==> config.mk <==
export PLATFORM = sky130hd
export DESIGN_NAME = ps2_key_tracker
export DESIGN_NICKNAME = d
export VERILOG_FILES = /design/src/rtl/ps2_key_tracker.sv
export SDC_FILE = /design/constraint.sdc
export NUM_CORES = 1
export LEC_CHECK = 0
export CORE_UTILIZATION = 50
export DETAILED_ROUTE_END_ITERATION = 8
export PLACE_DENSITY_LB_ADDON = 0.15
export SYNTH_ARGS = -nofsm -noshare
export SYNTH_HDL_FRONTEND = slang
export SYNTH_SLANG_ARGS = --single-unit
==> constraint.sdc <==
create_clock -name clk -period 2.9 [get_ports clk]
set_input_delay 0.58 -clock clk [delete_from_list [all_inputs] [get_ports clk]]
set_output_delay 0.58 -clock clk [all_outputs]
set_load 0.01 [all_outputs]
==> src/rtl/ps2_key_tracker.sv <==
// Consumer for the ps2_keyboard FIFO: pops scan-code bytes and decodes the F0/E0 prefixes.
// It tracks the held key, the shift state and a press counter, and translates the held key to ASCII.
module ps2_key_tracker #(
  parameter int COUNT_W = 8
) (
  input  logic               clk,
  input  logic               rst,
  input  logic [7:0]         data,
  input  logic               ready,
  input  logic               overflow,
  output logic               nextdata_n,
  output logic               key_down,
  output logic [7:0]         scancode,
  output logic               ext,
  output logic [7:0]         ascii,
  output logic               shift,
  output logic [COUNT_W-1:0] press_count,
  output logic               err,
  output logic               state_dbg
);

  // Handshake: a byte is consumed in a FETCH cycle with ready=1. nextdata_n drops
  // combinationally in that same cycle. The GAP cycle that follows lets the FIFO
  // read pointer settle, so nextdata_n is never low on two consecutive cycles.
  typedef enum logic {FETCH = 1'b0, GAP = 1'b1} state_t;

  state_t state_q, state_d;
  logic               consume;
  logic               brk_q, brk_d;
  logic               pend_ext_q, pend_ext_d;
  logic               key_down_q, key_down_d;
  logic [7:0]         scancode_q, scancode_d;
  logic               ext_q, ext_d;
  logic [7:0]         ascii_q, ascii_d;
  logic               shift_q, shift_d;
  logic [COUNT_W-1:0] press_count_q, press_count_d;
  logic               err_q, err_d;
  logic               same_key;

  function automatic logic [7:0] lookup(input logic [7:0] code, input logic is_ext,
                                        input logic shifted);
    logic [7:0] letter;
    logic [7:0] other;
    letter = 8'h00;
    other  = 8'h00;
    case (code)
      8'h1C: letter = 8'h61; 8'h32: letter = 8'h62; 8'h21: letter = 8'h63;
      8'h23: letter = 8'h64; 8'h24: letter = 8'h65; 8'h2B: letter = 8'h66;
      8'h34: letter = 8'h67; 8'h33: letter = 8'h68; 8'h43: letter = 8'h69;
      8'h3B: letter = 8'h6A; 8'h42: letter = 8'h6B; 8'h4B: letter = 8'h6C;
      8'h3A: letter = 8'h6D; 8'h31: letter = 8'h6E; 8'h44: letter = 8'h6F;
      8'h4D: letter = 8'h70; 8'h15: letter = 8'h71; 8'h2D: letter = 8'h72;
      8'h1B: letter = 8'h73; 8'h2C: letter = 8'h74; 8'h3C: letter = 8'h75;
      8'h2A: letter = 8'h76; 8'h1D: letter = 8'h77; 8'h22: letter = 8'h78;
      8'h35: letter = 8'h79; 8'h1A: letter = 8'h7A;
      8'h45: other = 8'h30; 8'h16: other = 8'h31; 8'h1E: other = 8'h32;
      8'h26: other = 8'h33; 8'h25: other = 8'h34; 8'h2E: other = 8'h35;
      8'h36: other = 8'h36; 8'h3D: other = 8'h37; 8'h3E: other = 8'h38;
      8'h46: other = 8'h39;
      8'h29: other = 8'h20; 8'h5A: other = 8'h0D; 8'h66: other = 8'h08;
      default: begin
        letter = 8'h00;
        other  = 8'h00;
      end
    endcase
    if (is_ext)
      return 8'h00;
    else if (letter != 8'h00)
      return shifted ? (letter - 8'h20) : letter;
    else
      return other;
  endfunction

  always_comb begin
    state_d    = state_q;
    nextdata_n = 1'b1;
    consume    = 1'b0;
    case (state_q)
      FETCH: if (ready) begin
        nextdata_n = 1'b0;
        consume    = 1'b1;
        state_d    = GAP;
      end
      GAP:     state_d = FETCH;
      default: state_d = FETCH;
    endcase
  end

  assign same_key = key_down_q && (data == scancode_q) && (pend_ext_q == ext_q);

  always_comb begin
    brk_d         = brk_q;
    pend_ext_d    = pend_ext_q;
    key_down_d    = key_down_q;
    scancode_d    = scancode_q;
    ext_d         = ext_q;
    ascii_d       = ascii_q;
    shift_d       = shift_q;
    press_count_d = press_count_q;
    err_d         = err_q | overflow;
    if (consume) begin
      if (data == 8'hF0) begin
        brk_d = 1'b1;
      end else if (data == 8'hE0) begin
        pend_ext_d = 1'b1;
      end else if ((data == 8'h12 || data == 8'h59) && !pend_ext_q) begin
        shift_d = ~brk_q;
        brk_d   = 1'b0;
      end else if (brk_q) begin
        if (same_key) begin
          key_down_d = 1'b0;
          ascii_d    = 8'h00;
        end
        brk_d      = 1'b0;
        pend_ext_d = 1'b0;
      end else begin
        // A repeat of the held key is typematic and must not count as a new press.
        if (!same_key) begin
          scancode_d    = data;
          ext_d         = pend_ext_q;
          key_down_d    = 1'b1;
          press_count_d = press_count_q + {{(COUNT_W-1){1'b0}}, 1'b1};
          ascii_d       = lookup(data, pend_ext_q, shift_q);
        end
        pend_ext_d = 1'b0;
      end
    end
  end

  always_ff @(posedge clk) begin
    if (rst) begin
      state_q       <= FETCH;
      brk_q         <= 1'b0;
      pend_ext_q    <= 1'b0;
      key_down_q    <= 1'b0;
      scancode_q    <= 8'h00;
      ext_q         <= 1'b0;
      ascii_q       <= 8'h00;
      shift_q       <= 1'b0;
      press_count_q <= '0;
      err_q         <= 1'b0;
    end else begin
      state_q       <= state_d;
      brk_q         <= brk_d;
      pend_ext_q    <= pend_ext_d;
      key_down_q    <= key_down_d;
      scancode_q    <= scancode_d;
      ext_q         <= ext_d;
      ascii_q       <= ascii_d;
      shift_q       <= shift_d;
      press_count_q <= press_count_d;
      err_q         <= err_d;
    end
  end

  assign key_down    = key_down_q;
  assign scancode    = scancode_q;
  assign ext         = ext_q;
  assign ascii       = ascii_q;
  assign shift       = shift_q;
  assign press_count = press_count_q;
  assign err         = err_q;
  assign state_dbg   = state_q;

endmodule

Word-level counts from Yosys, hierarchy flattened. Cells that the tools add are included.

$add $sub $neg: 2. $mul: 0. Div/mod/pow operators: 0. Order comparisons: 0. Equality and inequality tests: 49. Shifts and indexed selects: 0. Muxes and demuxes: 26. Bitwise logic cells: 7. Reductions and logical operators: 11.

Operators by type and width (count): 8-bit by 6-bit equality test with 1-bit output, second input constant (23); 7-bit case mux with 26 select lines (1); 8-bit 2-to-1 mux (12); 8-bit by 7-bit equality test with 1-bit output, second input constant (10); 6-bit case mux with 13 select lines (1); 8-bit by 5-bit equality test with 1-bit output, second input constant (8); 8-bit equality test, second input constant (2); 6-bit AND reduction (2); 1-bit 2-to-1 mux (11); 8-bit by 1-bit adder with 8-bit output, second input constant (1); 8-bit equality test (1); 8-bit nonzero test (1); 8-bit by 6-bit subtractor with 8-bit output, second input constant (1); 2-bit != test, second input constant (3); 1-bit NOT (6); 4-bit AND reduction (1); 1-bit logical AND (3); 3-bit AND reduction (1); 2-bit by 1-bit != test with 1-bit output, second input constant (1); 1-bit case mux with 2 select lines (1); 2-bit AND reduction (1); 1-bit equality test (1); 1-bit zero test (1); 1-bit logical OR (1); 1-bit bitwise OR (1).

Register bits: 31. Latch bits: 0. Memory bits (writable): 0. Memory bits (read-only): 0. Bits of input ports: 12. Output and inout port bits: 30. Word-level logic and storage cells: 105. Memories kept: 0.

Depth between registers and ports, before layout.
Word-level depth: 15. Gate-level depth with buffers: 10. Gate-level depth less buffers: 8.

Worst setup path before layout. OpenSTA, ideal clock, no wires.

Path type: input-to-reg. Start point: input port data[5]. End point: register ascii_q[5] (netlist: ascii[5]). Library setup time: 134 ps. Arrival time: 2320 ps. Data required time: 2766 ps. Slack: 447 ps. Stages: 9. Buffers on the path: 1. Cells stage by stage: buf_2 -> or3b_2 -> a2111oi_2 -> a31o_2 -> nand4b_1 -> nor2_1 -> ha_1 -> inv_1 -> o221ai_1.

Cells in the longest elaborated chain, start to end: 14. Elaborated cells between the ends (all ways): 69. Those cells by class: 1 x add/sub; 46 x eq/ne; 13 x mux; 3 x bitwise; 6 x reduce/logical.

RTL lines: start: declaration (line 8) `input logic [7:0] data,`; 8-bit by 5-bit equality test with 1-bit output (tied with other cells) (line 46) `case (code)`; 7-bit case mux with 26 select lines (line 46); 8-bit 2-to-1 mux (line 118) `if (!same_key) begin`; 8-bit 2-to-1 mux (line 109) `end else if (brk_q) begin`; 8-bit 2-to-1 mux (line 106) `end else if ((data == 8'h12 || data == 8'h59) && !pend_ext_q) begin`; 8-bit 2-to-1 mux (line 104) `end else if (data == 8'hE0) begin`; 8-bit 2-to-1 mux (line 102) `if (data == 8'hF0) begin`; 8-bit 2-to-1 mux (line 101) `if (consume) begin`; 8-bit by 6-bit subtractor with 8-bit output (line 69) `return shifted ? (letter - 8'h20) : letter;`; 8-bit 2-to-1 mux (line 69); 8-bit 2-to-1 mux (line 68) `else if (letter != 8'h00)`; 8-bit 2-to-1 mux (line 66) `if (is_ext)`; 8-bit 2-to-1 mux (line 118); 8-bit 2-to-1 mux (line 109); end signal: assignment (line 149) `ascii_q <= ascii_d;`; end: declaration (line 34) `logic [7:0] ascii_q, ascii_d;`.

Parallel ways exist; a longest one is shown, timed or not. The select of a mux whose other input is x is not followed. A chain may end at the register's enable or synchronous reset.

Worst setup path after layout.
Start point: input port data[0]. End point: register ascii_q[4] (netlist: ascii[4]).

The elaborated chain is that of the path after synthesis.

==> summary.md <==
| Metric | Value |
|---|---|
| First DRT Iteration DRCs | 192 |
| Final setup fails | 0 |
| First-pass GRT wire length | 11.1 mm |
| Final hold vios | 0 |
| Cell count after synthesis | ~280 |
| DRC viols | 0 |
| Syn nets | 298 |
| Hold depth | 1 |
| Slew @ Worst Pin | ~0.49 ns |
| Status | finished, final reports clean |
| Sw Share | 29.3% |
| Post-DRT Antenna Nets | 0 |
| Post-layout min period | 2.70 ns |
| Commonest non-fill, non-tap cell in the layout | buf_4 |
| Most frequent cells in the layout | buf_4 (48), clkdlybuf4s50_1 (41), dfxtp_1 (31), nand2_1 (29), nor2_1 (22) |
| I/O Buffers | 41 |
| Asr flop ratio synth | 0% |
| Overflow after GRT | 0 |
| PwrDens | approximately 360 nW/µm² |
| Max Cap Viol | 0 |
| Vias per cell | 5.87 |
| Clock latency on the worst-skew pair | around 0.28 ns |
| Longest Clk Path Bufs | 2 |
| Placeable Area | about 4400 µm² |
| Ratio of final minimum period to clock period | 93.1% |
| Sink Count | 31 |
| Synth top area cells | dfxtp_1 (27%), nand2_1 (4.8%), a21oi_1 (4.6%) |
| Cell Count, Final, Fillers Out | 410 |
| Pint | between 0.0007 and 0.0008 W |
| First-pass detailed-route iteration total | 5 |
| # IOs | 42 |
| Synth top area share | between 20% and 30% |
| Min-delay worst type | flip-flop to flip-flop |
| Die height | 69.3 µm |
| Antenna diodes | 0 |
| Clk slew on worst S/H paths | approximately 0.070 ns |
| R2r setup slk | just over 0.9 ns |
| Clk_skew | 0.00913 ns |
| Worst-case hold path end point | ascii[0] |
| Crit Path Max Fanout | 12 |
| CTS H-Tree Depth | 2 |
| CTS tree | built |
| Number of synthesized flops with an enable pin | 0 |
| GP Congestion | 1.01 |
| Clock network power share | 34.5% |
| Achievable Freq | 0.371 GHz |
| Final Power | around 0.0011 W |
| Fraction of layout cells with a size suffix above 1 | between 20% and 30% |
| Via Count | 2407 |
| Maximum number of pins on one net before global-route repair | 25 |
| Sequential fraction of the synthesis area | between 20% and 30% |
| Cell variety after synth | 60 |
| WP data arrival | 2.88 ns |
| Global Route Usage Sum | roughly 28% |
| Mapped cell area | around 2300 µm² |
| Die width | 69.3 µm |
| Number of buffers created by CTS | 5 |
| CP Capture Type | flip-flop |
| Vias in the first global route | 2283 |
| Critical path class | input port to flip-flop |
| Clock root cell | clkbuf_8 |
| Die Area | between 4000 and 5000 µm² |
| Area delta synth->final | 36.9% |
| Startpoint types | input port |
| Net Switching | approximately 0.00033 W |
| Comb pwr share | ~25% |
| Lkg Pwr | 1.16 nW |
| Predominant post-synthesis flop cell | dfxtp_1 |
| DP HPWL | 5.04 mm |
| Peak supply drop | 0.323 mV |
| Fin util | approximately 71% |
| Starting Density | about half |
| Avg Inst Size Synth | 7.99 µm² |
| Routed WL per cell | 16.6 µm |
| Yosys synthesis warning count | 0 |
| WL final | 6.79 mm |
| Filler instances | approximately 360 |
| RSZ-0062 raised after global routing | no |
| Area leader, netlist | dfxtp_1 |
| Slew headroom | 67.0% |
| Final #Nets | 372 |
| Hold Crit Start | ascii[0] |
| Reg2Reg Depth | 6 |
| Row cnt | 24 |
| Cells after DPL | 402 |
| Initial antenna violation count | 0 |
| Synthesis-stage register bit count | 31 |
| Seq pwr share | 40.9% |
| Reg2reg end | ascii[7] |
| FF-to-FF Start | pend_ext_q |
| Final Slew Violations | 0 |
| WP data required | about 3.1 ns |
| Post-CTS Setup Repair Bufs | 0 |
through the flow:
stage          cell area (µm²)  hold slack (ns)  setup TNS, ns  setup slack [ns]
2_1_floorplan             2260            0.489              0             0.447
3_3_place_gp              2990            0.446         -0.339            -0.309
3_5_place_dp              2990            0.446         -0.288            -0.160
4_1_cts                   3100            0.468              0             0.148
5_1_grt                   3100            0.499              0            0.0640
6_report                  3100            0.464              0             0.201
layout make-up:
cell class                      instances  area, µm²  share of cell area, %
Inverter                               10       37.5                   1.21
Tap cell                               52       65.1                   2.10
Clock buffer                            7       96.3                   3.11
Timing Repair Buffer                   90        791                   25.5
Sequential cell                        31        621                   20.0
Clock inverter                          1       7.51                  0.242
Multi-Input combinational cell        219       1480                   47.8
per-layer routing:
| layer | wire length [µm] | share of wire, % | vias to the layer above | track usage (%) |
|---|---|---|---|---|
| li1 | - | - | 1186 | - |
| met1 | 3060 | 45 | 1109 | 37.7 |
| met2 | 3210 | 47 | 98 | 46.7 |
| met3 | 384 | 5.7 | 14 | 4.51 |
| met4 | 143 | 2.1 | 0 | 10.4 |
| met5 | 0 | 0 | - | 0 |
synthesized netlist by cell type (all sizes together) (3+ instances only):
cell      n
a31o      3
a21oi    21
nor4      5
ha        3
nand4     7
nor2     22
nand2b   11
a22oi     4
dfxtp    31
nand3     5
nor2b     7
o21ai     8
xor2      9
or3       4
nor3      8
o211ai    7
xnor2     7
clkbuf    8
inv      10
nor4b     3
nor3b     4
buf      15
nand2    29
and2      3
a211oi    3
o2bb2ai   6
sequential cells by signal, summed over array words and instances, names as in the netlist:
| register | cells |
|---|---|
| err | 1 |
| shift | 1 |
| scancode | 8 |
| key_down | 1 |
| brk_q | 1 |
| ext | 1 |
| ascii | 8 |
| pend_ext_q | 1 |
| state_dbg | 1 |
| press_count | 8 |
logic make-up after synthesis:
kind of cell | count (synthesis) | synth area share, %
AOI/OAI and AO/OA | 75 | 25.7
xor gates and xnor gates | 16 | 6.19
adders and majority gates | 3 | 1.66
buffers and inverters | 33 | 7.25
DFF | 31 | 27.4
muxes | 3 | 1.38
and+or+nand+nor | 122 | 30.4
worst max-delay path by stage:
stage,to,start
2_1_floorplan,ascii[5],data[5]
3_3_place_gp,ascii[4],data[0]
3_5_place_dp,ascii[4],data[0]
4_1_cts,ascii[4],data[0]
5_1_grt,ascii[4],data[0]
6_report,ascii[4],data[0]
power by group through the flow:
stage	logic [W]	registers [W]	clock network, W
6_report	0.000275	0.000458	0.000385
5_1_grt	0.000297	0.000460	0.000406
3_3_place_gp	0.000269	0.000467	0
2_1_floorplan	0.000147	0.000472	0
3_5_place_dp	0.000271	0.000467	0
4_1_cts	0.000273	0.000458	0.000390
critical path: stages:
cell             delay [ns]
clkdlybuf4s50_1        0.68
buf_4                  0.26
nor2b_1                0.07
mux2i_1                0.16
or4_1                  0.15
o311ai_0               0.17
a2111oi_1              0.55
buf_4                  0.19
o2bb2ai_1              0.06
what timing repair did:
item / in CTS / in global routing
hold buffers: 0 / 0
resized for setup: 0 / 1
endpoints found under the setup margin: 0 / 1
Power figures use the tool's default switching activity.
